<file path="config.mk">
export PLATFORM = sky130hd
export DESIGN_NAME = router_out_port_arbiter
export DESIGN_NICKNAME = d
export VERILOG_FILES = /design/src/rtl/router_pkg.sv /design/src/rtl/router_out_port_arbiter_picker.sv /design/src/rtl/router_out_port_arbiter.sv
export SDC_FILE = /design/constraint.sdc
export NUM_CORES = 1
export LEC_CHECK = 0
export BUFFER_PORTS_ARGS = -buffer_cell sky130_fd_sc_hd__buf_4
export CELL_PAD_IN_SITES_DETAIL_PLACEMENT = 1
export CELL_PAD_IN_SITES_GLOBAL_PLACEMENT = 1
export CORE_MARGIN = 4
export CORE_UTILIZATION = 30
export CTS_BUF_LIST = sky130_fd_sc_hd__clkbuf_8
export DETAILED_ROUTE_END_ITERATION = 8
export HOLD_SLACK_MARGIN = 0.03
export PLACE_DENSITY_LB_ADDON = 0.1
export SLEW_MARGIN = 10
export SYNTH_ARGS = -nofsm -noshare
export SYNTH_HDL_FRONTEND = slang
export SYNTH_SLANG_ARGS = --single-unit
export TNS_END_PERCENT = 1
</file>
<file path="constraint.sdc">
create_clock -name clk -period 4.8 [get_ports clk]
set_input_delay 0.72 -clock clk [delete_from_list [all_inputs] [get_ports clk]]
set_output_delay 0.72 -clock clk [all_outputs]
set_load 0.02 [all_outputs]
</file>
<file path="src/rtl/router_pkg.sv">
// Shared constants and types for the router output-port logic.
// Port indices follow the mesh orientation used by route computation.
package router_pkg;

  localparam int DEF_N_IN   = 5;
  localparam int DEF_ADDR_W = 10;
  localparam int DEF_FLIT_W = 32;

  localparam int LOCAL = 0;
  localparam int NORTH = 1;
  localparam int EAST  = 2;
  localparam int SOUTH = 3;
  localparam int WEST  = 4;

  typedef enum logic {
    IDLE = 1'b0,
    XFER = 1'b1
  } arb_state_t;

endpackage

</file>
<file path="src/rtl/router_out_port_arbiter_picker.sv">
// Round-robin pick: first requester at or after the pointer,
// wrapping modulo N.
module rr_priority_picker
  import router_pkg::*;
#(
  parameter int N  = DEF_N_IN,
  parameter int IW = $clog2(N)
) (
  input  logic [N-1:0]  req_i,
  input  logic [IW-1:0] ptr_i,
  output logic [N-1:0]  pick_o,
  output logic [IW-1:0] idx_o,
  output logic          any_o
);

  int   j;
  logic found;

  always_comb begin
    pick_o = '0;
    idx_o  = '0;
    found  = 1'b0;
    j      = 0;
    for (int k = 0; k < N; k++) begin
      j = int'(ptr_i) + k;
      if (j >= N) j = j - N;
      if (!found && req_i[j]) begin
        found     = 1'b1;
        pick_o[j] = 1'b1;
        idx_o     = IW'(j);
      end
    end
  end

  assign any_o = |req_i;

endmodule

</file>
<file path="src/rtl/router_out_port_arbiter.sv">
// Output-port arbiter: round-robin grant held for a whole packet,
// muxing the granted input's flit stream onto the output link.
module router_out_port_arbiter
  import router_pkg::*;
#(
  parameter int N_IN    = DEF_N_IN,
  parameter int ADDR_W  = DEF_ADDR_W,
  parameter int FLIT_W  = DEF_FLIT_W,
  parameter int TIMEOUT = 64
) (
  input  logic                     clk,
  input  logic                     rst_n,
  input  logic [N_IN-1:0]          in_req,
  input  logic [N_IN*ADDR_W-1:0]   in_src_addr,
  input  logic [N_IN-1:0]          in_valid,
  input  logic [N_IN-1:0]          in_last,
  input  logic [N_IN*FLIT_W-1:0]   in_data,
  output logic [N_IN-1:0]          in_ready,
  output logic                     out_valid,
  output logic                     out_last,
  output logic [FLIT_W-1:0]        out_data,
  input  logic                     out_ready,
  output logic [N_IN-1:0]          grant,
  output logic [$clog2(N_IN)-1:0]  grant_id,
  output logic                     busy,
  output logic [ADDR_W-1:0]        out_src_addr,
  output logic [15:0]              flit_cnt,
  output logic                     timeout_err
);

  localparam int IW = $clog2(N_IN);
  localparam logic [15:0] IDLE_MAX = 16'(TIMEOUT - 1);

  arb_state_t        state_q;
  logic [N_IN-1:0]   grant_q;
  logic [IW-1:0]     gid_q;
  logic [IW-1:0]     ptr_q;
  logic              busy_q;
  logic              terr_q;
  logic [ADDR_W-1:0] src_q;
  logic [15:0]       cnt_q;
  logic [15:0]       idle_q;

  logic [N_IN-1:0]   pick;
  logic [IW-1:0]     pick_id;
  logic              any_req;
  logic [ADDR_W-1:0] pick_src;
  logic              req_g;
  logic              hs;
  logic              to_fire;
  logic              rel;
  logic [15:0]       cnt_d;
  logic [IW-1:0]     ptr_d;

  rr_priority_picker #(
    .N (N_IN)
  ) u_pick (
    .req_i  (in_req),
    .ptr_i  (ptr_q),
    .pick_o (pick),
    .idx_o  (pick_id),
    .any_o  (any_req)
  );

  // grant_q is zero outside XFER, so the mux idles at zero.
  always_comb begin
    out_valid = 1'b0;
    out_last  = 1'b0;
    out_data  = '0;
    req_g     = 1'b0;
    pick_src  = '0;
    for (int i = 0; i < N_IN; i++) begin
      if (grant_q[i]) begin
        out_valid = in_valid[i];
        out_last  = in_last[i];
        out_data  = in_data[i*FLIT_W +: FLIT_W];
        req_g     = in_req[i];
      end
      if (pick[i]) begin
        pick_src = in_src_addr[i*ADDR_W +: ADDR_W];
      end
    end
  end

  assign in_ready = grant_q & {N_IN{out_ready}};
  assign hs       = out_valid & out_ready;

  // Tail handshake wins over abort; abort wins over timeout.
  assign to_fire = !hs && req_g && (idle_q == IDLE_MAX);
  assign rel     = (hs && out_last) || (!hs && !req_g)
                 || to_fire;

  assign cnt_d = (cnt_q == 16'hFFFF) ? cnt_q
                                     : cnt_q + 16'd1;
  assign ptr_d = (gid_q == IW'(N_IN - 1)) ? '0
                                          : gid_q + IW'(1);

  always_ff @(posedge clk or negedge rst_n) begin
    if (!rst_n) begin
      state_q <= IDLE;
      grant_q <= '0;
      gid_q   <= '0;
      ptr_q   <= '0;
      busy_q  <= 1'b0;
      terr_q  <= 1'b0;
      src_q   <= '0;
      cnt_q   <= '0;
      idle_q  <= '0;
    end else begin
      terr_q <= 1'b0;
      unique case (state_q)
        IDLE: begin
          if (any_req) begin
            state_q <= XFER;
            grant_q <= pick;
            gid_q   <= pick_id;
            src_q   <= pick_src;
            cnt_q   <= '0;
            idle_q  <= '0;
            busy_q  <= 1'b1;
          end
        end
        XFER: begin
          if (hs) cnt_q <= cnt_d;
          if (rel) begin
            state_q <= IDLE;
            grant_q <= '0;
            gid_q   <= '0;
            busy_q  <= 1'b0;
            ptr_q   <= ptr_d;
            terr_q  <= to_fire;
          end else if (hs) begin
            idle_q <= '0;
          end else begin
            idle_q <= idle_q + 16'd1;
          end
        end
      endcase
    end
  end

  assign grant        = grant_q;
  assign grant_id     = gid_q;
  assign busy         = busy_q;
  assign out_src_addr = src_q;
  assign flit_cnt     = cnt_q;
  assign timeout_err  = terr_q;

endmodule

</file>
## After elaboration in Yosys (flattened, before gate mapping)

Index checks and enable logic that the tools add are counted.

- RAM bits: 0
- Bits in latches: 0
- Memory bits (read-only): 0
- Output and inout port bits: 75
- Memories: 0
- Register bits: 56
- Logic and storage cells: 169
- Input bits: 228

- Reductions and logical operators: 27
- Shifts and indexed selects: 0
- Div/mod/pow operators: 0
- Muxes and demuxes: 91
- Add/sub/neg operators: 12
- Multiply operators: 0
- Equal/unequal tests: 8
- Magnitude comparators: 15
- Bitwise operators: 7

Operators with widths:

| kind | number |
|---|---|
| $mux W32 | 10 |
| $ge A32 B1 Y1 const B | 5 |
| $lt A32 B5 Y1 const B | 5 |
| $ge A32 B4 Y1 const B | 4 |
| $sub A32 B4 Y32 const B | 4 |
| $mux W16 | 5 |
| $pmux W16 S2 | 2 |
| $mux W10 | 5 |
| $mux W1 | 40 |
| $mux W5 | 7 |
| $add A16 B1 Y16 const B | 2 |
| $mux W3 | 8 |
| $or A5 B5 Y5 | 4 |
| $eq A16 B16 Y1 const B | 1 |
| $eq A16 B6 Y1 const B | 1 |
| $bmux W1 S3 | 5 |
| $demux W1 S3 | 5 |
| $logic_and A1 B1 Y1 | 13 |
| $pmux W5 S2 | 1 |
| $add A3 B2 Y4 const B | 2 |
| $reduce_and A2 Y1 | 4 |
| $logic_not A1 Y1 | 6 |
| $ne A2 B2 Y1 const B | 3 |
| $pmux W3 S2 | 1 |
| other kinds (14) | 17 |

## Depth between registers and ports, before layout

- Depth after elaboration: 23
- Gate-level depth with buffers: 22
- Gate-level depth less buffers: 17

## Hierarchy

Synthesis repeated with hierarchy kept, for this count alone.

- Cells, all modules: 886
- Area, all modules: 6352.3 sq um

Modules (own cells, without submodules):

| module | times used | area an instance (sq um) | cells an instance |
|---|---|---|---|
| router_out_port_arbiter | 1 | 4561.9 | 627 |
| rr_priority_picker | 1 | 1790.5 | 259 |

## Worst setup path after synthesis

Ideal clock, no wire load.

- Path type: reg-to-reg
- Start: reg ptr_q[0]
- End: reg src_q[5], in the netlist out_src_addr[5]
- Path slack: 0.473 ns
- Arrival time: 4.205 ns
- Library setup time: 0.122 ns
- Stages on the path, launching flop included: 20
- Required time: 4.678 ns
- Cell sequence: dfrtp_1 -> buf_2 -> buf_4 -> buf_2 -> inv_1 -> buf_1 -> ha_1 -> inv_1 -> ha_1 -> a21oi_2 -> xnor2_1 -> mux2i_1 -> o32ai_2 -> and3b_1 -> buf_6 -> and3_4 -> a211o_1 -> buf_6 -> a221o_1 -> a32o_1

- Cells in the longest elaborated chain, start to end: 23
- Elaborated cells on any way between the ends: 85
- Those cells by class: add/sub: 9; order compare: 15; mux: 44; bitwise: 4; reduce/logical: 13

RTL lines:

| item | line | source |
|---|---|---|
| from (decl) | router_out_port_arbiter.sv:37 | `logic [IW-1:0] ptr_q;` |
| from (signal assigned) | router_out_port_arbiter.sv:130 | `ptr_q <= ptr_d;` |
| branches (longest 17 deep; another with $sub A32 B4 Y32) | -- |  |
| $mux W5 (*) | router_out_port_arbiter_picker.sv:27 | `if (!found && req_i[j]) begin` |
| $mux W10 (4 in series) | router_out_port_arbiter.sv:79 | `if (pick[i]) begin` |
| $mux W10 (*) | router_out_port_arbiter.sv:79 |  |
| to (signal assigned) | router_out_port_arbiter.sv:117 | `src_q <= pick_src;` |
| to (decl) | router_out_port_arbiter.sv:40 | `logic [ADDR_W-1:0] src_q;` |

Mark *: on every way between the ends. The select of a mux whose other input is x is not followed.
A chain may end at the register's enable or synchronous reset.

## Final worst setup path

- Start: reg ptr_q[1]
- End: reg src_q[2], in the netlist out_src_addr[2]

Same word-level chain as after synthesis.

==> impl_metrics.yaml <==
outcome:
  status: "finished, final reports clean"
routing:
  drc_errors: 0
  first_pass_iters: 5
  dr_total_vias: 7690
  drtIter0Drc: 425
  wl_per_cell_um: 22.2
  ant_nets: 0
  postRouteWirelength_um: 30600
  viasPerCell: 5.58
synthesis:
  netlist_instances: 850
  synth_edf_count: 0
  seq_area_frac_synth_pct: 22.6
  synthesis.area_um2: 6210
  synth_cell_type_count: 77
  async_reset_ff_share_pct: 100
  ys_seq_elements: 56
  synth.top_cells.by_area: "dfrtp_1, o21ai_0, a221o_1"
  yosys_most_used_dff: "dfrtp_1"
  yosysTopAreaCellShare_pct: 22.6
  syn_nets: 1100
  syn_area_per_cell_um2: 7.31
  ys_warn_count: 0
  synth_top_cell_by_area: "dfrtp_1"
worst_setup_path:
  r2r-start: "ptr_q[1]$_DFFE_PN0P_"
  end_kind: "register"
  worst-setup-path-type: "register to register"
  critPathLaunchType: "register"
  cp.required_ns: 5.06
  crit_arrival_ns: 4.59
  crit_fanout: 21
  startpoint: "ptr_q[1]$_DFFE_PN0P_"
floorplanning:
  pin_count: 303
  die_area_um2: 23100
  initial_core_util_pct: 30.6
  rows: 52
  core-area_um2: 20300
  die_x_um: 152
  die_y_um: 152
worst_hold_path:
  worstHoldPathType: "primary input to async pin"
global_routing:
  antenna_found_initial: 0
  grt_pass1_vias: 7842
  track_usage_pct: 25.2
  grt_start_max_net_pins: 68
  grtUsageMet1_pct: 31.5
  grt-busiest-layer: "met2"
  grt_pass1_wl_um: 47100
  grt_util_met3_pct: 4.35
  grt_overflow: 0
  met2_usage_pct: 43.8
final_layout:
  final_area_um2: 8760
  areaGrowthSynthToFinish_pct: 41.0
  antenna_cells: 0
  num-nets-final: 1357
  layout-drive-gt1-share_pct: 31.9
place:
  placed_area_um2: 8650
  port_buffers: 302
  place.gp.congestion: 0.940
  dp_hpwl_um: 23900
cts:
  path_clk_slew_ns: 0.12
  clock_path_buffers: 2
  cts.sinks: 56
  cts_inserted_buffers: 5
  cts-hold-fix-buffers: 0
  cts.htree.levels: 2
  cts_tree: "built"
  clk-insertion-delay-late_ns: 0.33
  root_buffer: "clkbuf_8"
pwr:
  p_leak_nw: 3.97
  max-vdd-ir-drop_mv: 0.299
  power_density_nw_per_um2: 723
timing:
  setup_viol: 0
  period_share_pct: 90.2
  skew_ns: 0.0170
  fin_crit_ns: 4.33
  rsz0062_at_grt: "no"
  max_freq_ghz: 0.231
  worstMarginPinSlew_ns: 1.08
  slew_headroom_pct: 27.8
  hold_viol: 0
  report.final.slew_viol_count: 0
  tns_ns: 0
run:
  max_cap_viol_count: 0
## cells by family (layout without fill, tap and decap cells)
group                    count (synthesis)  in the layout  synth area share [%]
multiplexers                            14             14                  2.94
AND/OR/NAND/NOR                        330            330                  26.2
flip-flops                              56             56                  22.6
XOR/XNOR                                11             11                  1.55
adder cells (fa/ha/maj)                 22             22                  4.55
AO/OA/AOI/OAI                          322            322                  35.8
buffers and inverters                   95            353                  6.46
## through the flow
stage | worst slack [ns] | total power [mW] | util (%) | hold WS [ns] | std cells
floorplan | 0.473 | 4.31 | - | 0.424 | 850
global placement | 0.395 | 5.96 | 42.6 | 0.466 | 1370
detailed placement | 0.380 | 6.00 | 42.6 | 0.484 | 1370
CTS | 0.329 | 6.32 | 43.1 | 0.471 | 1378
global route | 0.0399 | 6.89 | 43.2 | 0.492 | 1378
finish | 0.472 | 6.34 | 43.2 | 0.427 | 1378
## placed cells by master (no fill, tap or decap), types with 7 or more instances in the layout
master | netlist | final
dfrtp_1 | 56 | 54
and3_1 | 7 | 7
nor2_1 | 73 | 73
xnor2_1 | 7 | 7
a21o_1 | 7 | 7
nor3b_1 | 7 | 7
a32o_1 | 12 | 12
a221o_1 | 51 | 51
nand3_1 | 27 | 27
a21oi_1 | 66 | 66
nand2b_1 | 34 | 34
nor2b_1 | 9 | 8
or3_1 | 11 | 11
mux2i_1 | 7 | 7
o21ai_0 | 104 | 104
ha_1 | 21 | 21
inv_1 | 22 | 22
nand4_1 | 9 | 9
and2_1 | 13 | 13
nand2_1 | 104 | 104
nor3_1 | 15 | 15
o31ai_1 | 13 | 13
a31oi_1 | 8 | 8
buf_4 | 1 | 321
## metal layers
layer / up-vias / part of all wire [%]
met5: - / 0
met4: 0 / 3.5
met3: 51 / 5.0
met2: 238 / 49
met1: 3727 / 42
li1: 3674 / -
## cells in the mapped netlist, types with 6 or more instances
master	number
nand2_1	104
o21ai_0	104
nor2_1	73
a21oi_1	66
dfrtp_1	56
clkbuf_1	53
a221o_1	51
nand2b_1	34
nand3_1	27
inv_1	22
ha_1	21
nor3_1	15
and2_1	13
o31ai_1	13
a32o_1	12
or3_1	11
buf_2	9
nand4_1	9
nor2b_1	9
a31oi_1	8
a21o_1	7
and3_1	7
mux2i_1	7
nor3b_1	7
xnor2_1	7
a211oi_1	6
a22o_1	6
o211ai_1	6
## power breakdown
group | switching (mW) | internal (mW) | leakage, nW
logic | 3.27 | 2.04 | 3.18
clock network | 0.184 | 0.108 | 0.0491
registers | 0.144 | 0.593 | 0.739
## final cells by class
type | instances | area [µm²]
clock buffer | 5 | 68.8
tap | 270 | 338
multi-input combinational | 699 | 4420
timing repair buffer | 321 | 2410
clock inverter | 3 | 26.3
inverter | 24 | 90.1
fill | 2579 | 11500
sequential | 56 | 1400
## flip-flops by register name, summed over array words and instances, names as in the netlist
| name | cells |
|---|---|
| state_q | 1 |
| grant | 5 |
| idle_q | 16 |
| out_src_addr | 10 |
| grant_id | 3 |
| flit_cnt | 16 |
| ptr_q | 3 |
| busy | 1 |
| timeout_err | 1 |
## worst paths after layout
path,to,slack (ns),depth (start not counted)
setup / recovery,out_src_addr[2]$_DFFE_PN0P_,0.47,11
hold / removal,out_src_addr[3]$_DFFE_PN0P_,0.43,1
setup reg to reg,out_src_addr[2]$_DFFE_PN0P_,0.47,11
hold reg to reg,idle_q[15]$_DFFE_PN0P_,0.51,1
max in group asynchronous,grant[4]$_DFFE_PN0P_,3.83,1
min in group clk,idle_q[15]$_DFFE_PN0P_,0.51,1
## worst max-delay path: stages (launching register included)
cell,delay [ns]
dfrtp_1,0.39
buf_4,0.22
ha_1,0.63
nor2b_1,0.35
o221ai_1,0.27
a31oi_1,0.32
a22oi_2,0.16
nor3b_1,0.22
a211oi_1,0.36
nand3_1,0.51
nor3_4,0.58
a32o_1,0.25
## repair_timing
item,in CTS,in global routing
buffers inserted,0,0
setup endpoints to repair,0,10
resized for setup,0,1
No activity file was read; power rests on OpenSTA's default activity.
